<file path="src/rtl/counter_pkg.sv">
// Shared constants and helpers for the modulo-N counter family.
// Mode encodings select wrap or saturate behaviour at the range ends.
package counter_pkg;

  localparam int MODE_WRAP = 0;
  localparam int MODE_SAT  = 1;

  // Load values beyond the count range are clamped to the top of the range.
  function automatic logic [31:0] clamp_load(input logic [31:0] val,
                                             input logic [31:0] modulus);
    logic [31:0] lim;
    lim = modulus - 32'd1;
    return (val > lim) ? lim : val;
  endfunction

endpackage

</file>
<file path="src/rtl/n_bit_mod_counter_tc.sv">
// Terminal-count detector: flags when the next count step in the current
// direction would cross a range end (top when counting up, zero when down).
module n_bit_mod_counter_tc #(
  parameter int WIDTH   = 4,
  parameter int MODULUS = 10
) (
  input  logic [WIDTH-1:0] q_i,
  input  logic             up_i,
  output logic             at_max_o,
  output logic             at_min_o
);

  // Compare one bit wider so MODULUS = 2^WIDTH needs no special case.
  localparam logic [WIDTH:0] MAX_EXT = (WIDTH+1)'(MODULUS - 1);

  logic [WIDTH:0] q_ext;

  assign q_ext    = {1'b0, q_i};
  assign at_max_o = up_i & (q_ext == MAX_EXT);
  assign at_min_o = ~up_i & (q_ext == '0);

endmodule

</file>
<file path="src/rtl/n_bit_mod_counter.sv">
// Modulo-N up/down counter with load, clear, wrap/saturate mode,
// combinational terminal count and a sticky overflow flag.
module n_bit_mod_counter
  import counter_pkg::*;
#(
  parameter int WIDTH    = 4,
  parameter int MODULUS  = 10,
  parameter int SATURATE = 0
) (
  input  logic             clk,
  input  logic             reset,
  input  logic             x,
  input  logic             up,
  input  logic             load,
  input  logic [WIDTH-1:0] d,
  input  logic             clear,
  output logic [WIDTH-1:0] Q,
  output logic             z,
  output logic             ovf
);

  localparam logic [WIDTH-1:0] MAX_Q = WIDTH'(MODULUS - 1);
  localparam logic [WIDTH-1:0] ONE   = WIDTH'(1);

  logic [WIDTH-1:0] q_q, q_d;
  logic             ovf_q, ovf_d;
  logic             at_max, at_min;

  n_bit_mod_counter_tc #(
    .WIDTH   (WIDTH),
    .MODULUS (MODULUS)
  ) u_tc (
    .q_i      (q_q),
    .up_i     (up),
    .at_max_o (at_max),
    .at_min_o (at_min)
  );

  // z marks the cycle whose edge will wrap or saturate.
  assign z = x & ~load & ~clear & (at_max | at_min);

  always_comb begin
    q_d   = q_q;
    ovf_d = ovf_q;
    if (clear) begin
      q_d   = '0;
      ovf_d = 1'b0;
    end else if (load) begin
      q_d = WIDTH'(clamp_load(32'(d), 32'(MODULUS)));
    end else if (x) begin
      if (at_max) begin
        ovf_d = 1'b1;
        q_d   = (SATURATE == MODE_SAT) ? q_q : '0;
      end else if (at_min) begin
        ovf_d = 1'b1;
        q_d   = (SATURATE == MODE_SAT) ? q_q : MAX_Q;
      end else if (up) begin
        q_d = q_q + ONE;
      end else begin
        q_d = q_q - ONE;
      end
    end
  end

  always_ff @(posedge clk or negedge reset) begin
    if (!reset) begin
      q_q   <= '0;
      ovf_q <= 1'b0;
    end else begin
      q_q   <= q_d;
      ovf_q <= ovf_d;
    end
  end

  assign Q   = q_q;
  assign ovf = ovf_q;

endmodule
</file>
<file path="config.mk">
export PLATFORM = sky130hd
export DESIGN_NAME = n_bit_mod_counter
export DESIGN_NICKNAME = d
export VERILOG_FILES = /design/src/rtl/counter_pkg.sv /design/src/rtl/n_bit_mod_counter_tc.sv /design/src/rtl/n_bit_mod_counter.sv
export SDC_FILE = /design/constraint.sdc
export NUM_CORES = 1
export LEC_CHECK = 0
export ABC_AREA = 1
export BUFFER_PORTS_ARGS = -buffer_cell sky130_fd_sc_hd__buf_2
export CORE_AREA = 2 2 39 41
export DETAILED_ROUTE_END_ITERATION = 12
export DIE_AREA = 0 0 41 43
export PLACE_DENSITY = 0.71
export SLEW_MARGIN = 10
export SYNTH_ARGS = -nofsm -noshare
export SYNTH_HDL_FRONTEND = slang
export SYNTH_HIERARCHICAL = 1
export SYNTH_SLANG_ARGS = --single-unit
</file>
<file path="constraint.sdc">
create_clock -name clk -period 1.52 [get_ports clk]
set_clock_uncertainty 0.15 [all_clocks]
set_input_delay 0.152 -clock clk [delete_from_list [all_inputs] [get_ports clk]]
set_output_delay 0.152 -clock clk [all_outputs]
set_load 0.05 [all_outputs]
</file>
======== After elaboration in Yosys (flattened, before gate mapping) ========
Index checks and enable logic that the tools add are counted.
word-level totals
  memories ................................ 0
  memory bits (read-only) ................. 0
  input port bits ......................... 10
  bits in writable memories ............... 0
  output and inout bits ................... 6
  bits in latches ......................... 0
  bits in registers ....................... 5
cells by class
  $add $sub $neg .......................... 2
  reductions and logical operators ........ 5
  shifts and indexed selects .............. 0
  $lt $le $gt $ge ......................... 1
  equality and inequality tests ........... 2
  div/mod/pow operators ................... 0
  multiplexer cells ....................... 12
  multipliers ............................. 0
  bitwise operators ....................... 9
operator list
  operator             number
  $mux 4               7
  $reduce_bool 3->1    2
  $and 1x1->1          5
  $logic_not 5->1      1
  $mux 1               5
  $add 4x1->4 const B  1
  $eq 4x4->1 const B   1
  $gt 4x4->1 const B   1
  $sub 4x1->4 const B  1
  $not 1->1            3
  $reduce_and 3->1     1
  $ne 2x1->1 const B   1
  $reduce_bool 2->1    1
  $or 1x1->1           1

======== Depth between registers and ports, before layout ========
  depth in word-level cells ............... 7
  gate-level depth with buffers ........... 11
  depth with buffers taken out ............ 11

======== Cells and area by module ========
The synthesis kept the hierarchy.
by module, submodules not included
  module                times used  area each (µm²)  cells an instance  sequential area each (µm²)
  n_bit_mod_counter     1           431.7            64                 125.1
  n_bit_mod_counter_tc  1           38.8             10                 0.0

======== Least setup slack after synthesis ========
No wires, ideal clock.
  kind .................................... register to register
  from .................................... register q_q[0], in the netlist Q[0]
  to ...................................... register q_q[2], in the netlist Q[2]
  period minus slack after synthesis ...... 1.881 ns
  arrival time ............................ 1.611 ns
  buffers on the path ..................... 0
  setup time .............................. 0.120 ns
  cell stages (with the launch flop) ...... 8
  path slack .............................. -0.361 ns
  cell sequence ........................... dfrtp_1 > inv_1 > fa_1 > inv_1 > nand2_1 > nor3b_1 > o21ai_1 > nand2_1
on the way
  cells in the longest elaborated chain, start to end .. 7
ends and longest elaborated chain
  element                                line                                                 text
  from (decl)                            n_bit_mod_counter.sv:25                              logic [WIDTH-1:0] q_q, q_d;
  from (signal assigned)                 n_bit_mod_counter.sv:70                              q_q <= q_d;
  $sub 4x1->4 (tied with other cells)    n_bit_mod_counter.sv:60                              q_d = q_q - ONE;
  $mux 4 or $and 1x1->1 (tied branches)  n_bit_mod_counter.sv:57, n_bit_mod_counter_tc.sv:20
  $mux 4                                 n_bit_mod_counter.sv:54                              end else if (at_min) begin
  $mux 4 (*)                             n_bit_mod_counter.sv:51                              if (at_max) begin
  $mux 4 (*)                             n_bit_mod_counter.sv:50                              end else if (x) begin
  $mux 4 (*)                             n_bit_mod_counter.sv:48                              end else if (load) begin
  $mux 4 (*)                             n_bit_mod_counter.sv:45                              if (clear) begin
Every way passes the cells marked *; elsewhere a longest branch is shown, timed or not. The select of a mux whose other input is x is not followed.
A chain may end at the register's enable or synchronous reset.

======== Worst setup path in the final report ========
  from .................................... register q_q[2], in the netlist Q[2]
  to ...................................... output z
on the way
  cells in the longest elaborated chain, start to end .. 4
ends and longest elaborated chain
  element      line                        text
  $eq 4x4->1   n_bit_mod_counter_tc.sv:19  assign at_max_o = up_i & (q_ext == MAX_EXT);
  $and 1x1->1  n_bit_mod_counter_tc.sv:19
  net at_max   n_bit_mod_counter.sv:27     logic at_max, at_min;
  $or 1x1->1   n_bit_mod_counter.sv:40     assign z = x & ~load & ~clear & (at_max | at_min);
  $and 1x1->1  n_bit_mod_counter.sv:40
  to (decl)    n_bit_mod_counter.sv:18     output logic z,
The timed path passes the listed nets, and every way through them passes these cells.

==> results.ini <==
[sta]
tightest_slew_ns = 0.2517
holdWs_ns = 0.05605
fin_crit_ns = 1.766
relSlewSlack_pct = 83.34
finalCritPeriodShare_pct = 116.2
rsz0062_at_grt = true
finalHoldViolations = 0
setup_violations = 5
clock.fmax_mhz = 566.3
slew_violations = 0
fin_ws_ns = -0.2459

[logic_synthesis]
synth_area_leaders = dfrtp_1, nand2_1, inv_1
yosysTopAreaCellShare_pct = 26.60
synth_fp_nets = 87
synth_seq_cells = 5
syn-instance-count = 74
synth_area_per_cell_sq_um = 6.357
synth_cell_types = 19
syn-cell-area_sq_um = 470.5
synth_top_area_cell = dfrtp_1
synth_seq_area_share_pct = 26.60
ys_warn_count = 6

[setup_path]
worstSetupStartpointType = flop
crit_type = flop to output pin
worstPathCellList = inv_2 -> nand3_2 -> nor2_4 -> inv_1 -> nand2_1 -> nand4_1 -> inv_4 -> buf_8
cp.required_ns = 1.22
worstPathMaxFanout = 2
worstSetupEndpointType = output pin
crit_arrival_ns = 1.46
max_stage_delay_ns = 0.40
crit_slowest_cell = dfrtp_2

[place]
io_buffers = 15
gp_congestion = 0.8259
dp_hpwl_microns = 892.1

[clock_tree]
cts_tree = yes
clk_pin_slew_ns = 0.04
cts_max_level = 1
root_buffer = clkbuf_4
clockBufferDepth = 2
cts.sinks = 5
insertion_delay_ns = 0.24
cts_made_buffers = 3

[drt]
routed-via-count = 596
routed_wl_microns = 1486
ant_nets = 0
drc_errors = 0
first_pass_iters = 4
via_per_inst = 4.550
drt_iter0_drc = 8
wire_per_inst_microns = 11.34

[global_route]
antenna_found_initial = 0
grt_pass1_wl_microns = 2366
grtUsageTotal_pct = 19.74
grt_start_max_net_pins = 9
grt_pass1_vias = 596
gr-total-overflow = 0

[run]
drv_cap = 0

[die]
core_area_sq_mm = 0.001384
row_count = 14
dieArea_sq_mm = 0.001763
ioPinCount = 16
die_w_microns = 41
fp.dieH_microns = 43
initial_core_util_pct = 34.00

[status]
status = complete, but fails checks
violations = setup timing

[pwr]
power.total_mw = 0.6448
leakagePower_nw = 0.4635
ir_drop_uv = 766.8
power.density_mw_per_mm2 = 769.2

[final_layout]
layout-drive-gt1-share_pct = 53.04
nNetsFinal = 129
antenna_cells = 0
area_growth_pct = 78.19

[min_path]
hold_class = input port to flop

## cells in the mapped netlist
cell      count
nand2_1      24
inv_1        16
nor2_1        6
dfrtp_1       5
nand3_1       4
a21oi_1       3
o21ai_0       3
ha_1          2
buf_6         1
fa_1          1
inv_2         1
nand4_1       1
nor2_2        1
nor3_4        1
nor3b_1       1
o211ai_1      1
o21ai_1       1
o31ai_1       1
or2_1         1
## per-layer routing
| metal | GRT usage, % | up-vias | part of all wire, % |
|---|---|---|---|
| li1 | - | 309 | - |
| met1 | 22.11 | 267 | 39 |
| met2 | 34.06 | 18 | 54 |
| met3 | 7.330 | 2 | 5.9 |
| met4 | 3.333 | 0 | 0.54 |
| met5 | 0 | - | 0 |
## cell type report
cell class	instances	area (sq um)
clock buffers	4	26.28
repair buffers	38	276.5
multi-input cells	51	314.1
fillers	126	545.5
inverters	17	71.32
well taps	16	20.02
flip-flops and latches	5	130.1
## per-stage QoR
step / worst slack [ns] / area, sq um / util (%) / std cells / TNS (ns)
after global placement: -0.07427 / 649.4 / 46.93 / 112 / -0.07943
after floorplan: -0.06089 / 493.0 / - / 74 / -0.2233
after global routing: -0.3362 / 838.3 / 60.58 / 131 / -1.221
after CTS: -0.1972 / 835.8 / 60.40 / 132 / -0.5571
final: -0.2459 / 838.3 / 60.58 / 131 / -0.8288
after detailed placement: -0.1098 / 649.4 / 46.93 / 112 / -0.1246
## critical path, delay by kind of cell (launching register included)
family	cells	cell delay [ns]
AND/OR/NAND/NOR	4	0.46
flip-flops	1	0.40
buffers and inverters	4	0.36
## cell families after synthesis
| family | Yosys count | share of synthesized area, % |
|---|---|---|
| buffers and inverters | 18 | 15.96 |
| AOI/OAI and AO/OA | 9 | 10.64 |
| DFF | 5 | 26.60 |
| and+or+nand+nor | 39 | 37.24 |
| adders and majority gates | 3 | 9.574 |
## cell usage in the layout (no fill, tap or decap)
master / Yosys / layout
o211ai_1: 1 / 1
nand3_2: 0 / 1
dfrtp_2: 0 / 4
fa_2: 0 / 1
nand3_1: 4 / 3
nor3_4: 1 / 1
nor2_2: 1 / 1
nor3b_2: 0 / 1
a21oi_2: 0 / 1
o21ai_1: 1 / 3
clkbuf_1: 0 / 1
dlygate4sd3_1: 0 / 1
buf_6: 1 / 1
ha_4: 0 / 1
buf_4: 0 / 20
nand2_2: 0 / 1
buf_2: 0 / 14
o31ai_2: 0 / 1
nor2_1: 6 / 5
nor2_4: 0 / 1
ha_1: 2 / 1
inv_1: 16 / 10
a21oi_1: 3 / 2
inv_2: 1 / 4
or2_1: 1 / 1
buf_8: 0 / 1
nand4_1: 1 / 1
buf_12: 0 / 1
nand2_1: 24 / 23
clkbuf_4: 0 / 3
dfrtp_1: 5 / 1
inv_4: 0 / 3
o21ai_0: 3 / 1
## worst paths after layout
kind | startpoint | endpoint | slack (ns) | cells after the start
worst max register to register | Q[2] | Q[0] | -0.22 | 11
worst min register to register | ovf | ovf | 0.34 | 2
worst max-delay path | Q[2] | z | -0.25 | 8
max in group asynchronous | reset | Q[3] | 0.97 | 2
min in group asynchronous | reset | Q[0] | 0.10 | 2
worst min-delay path | x | Q[2] | 0.06 | 4
## state kept, by name, summed over array words and instances (netlist names)
name and cells:
ovf 1, Q 4
## report_power, final
group	switching, mW	internal (mW)	leakage (nW)
registers	0.0130	0.149	0.0600
clock network	0.0516	0.0991	0.0150
logic	0.188	0.144	0.389
## repair_timing
item | in CTS | in global routing
gates resized for setup | 13 | 5
endpoints found under the setup margin | 3 | 6
endpoints found under the hold margin | 5 | 0
pin swaps | 3 | 3
setup buffers | 15 | 0
hold buffers | 1 | 0
Note: power is estimated with default switching activity, not from simulation.
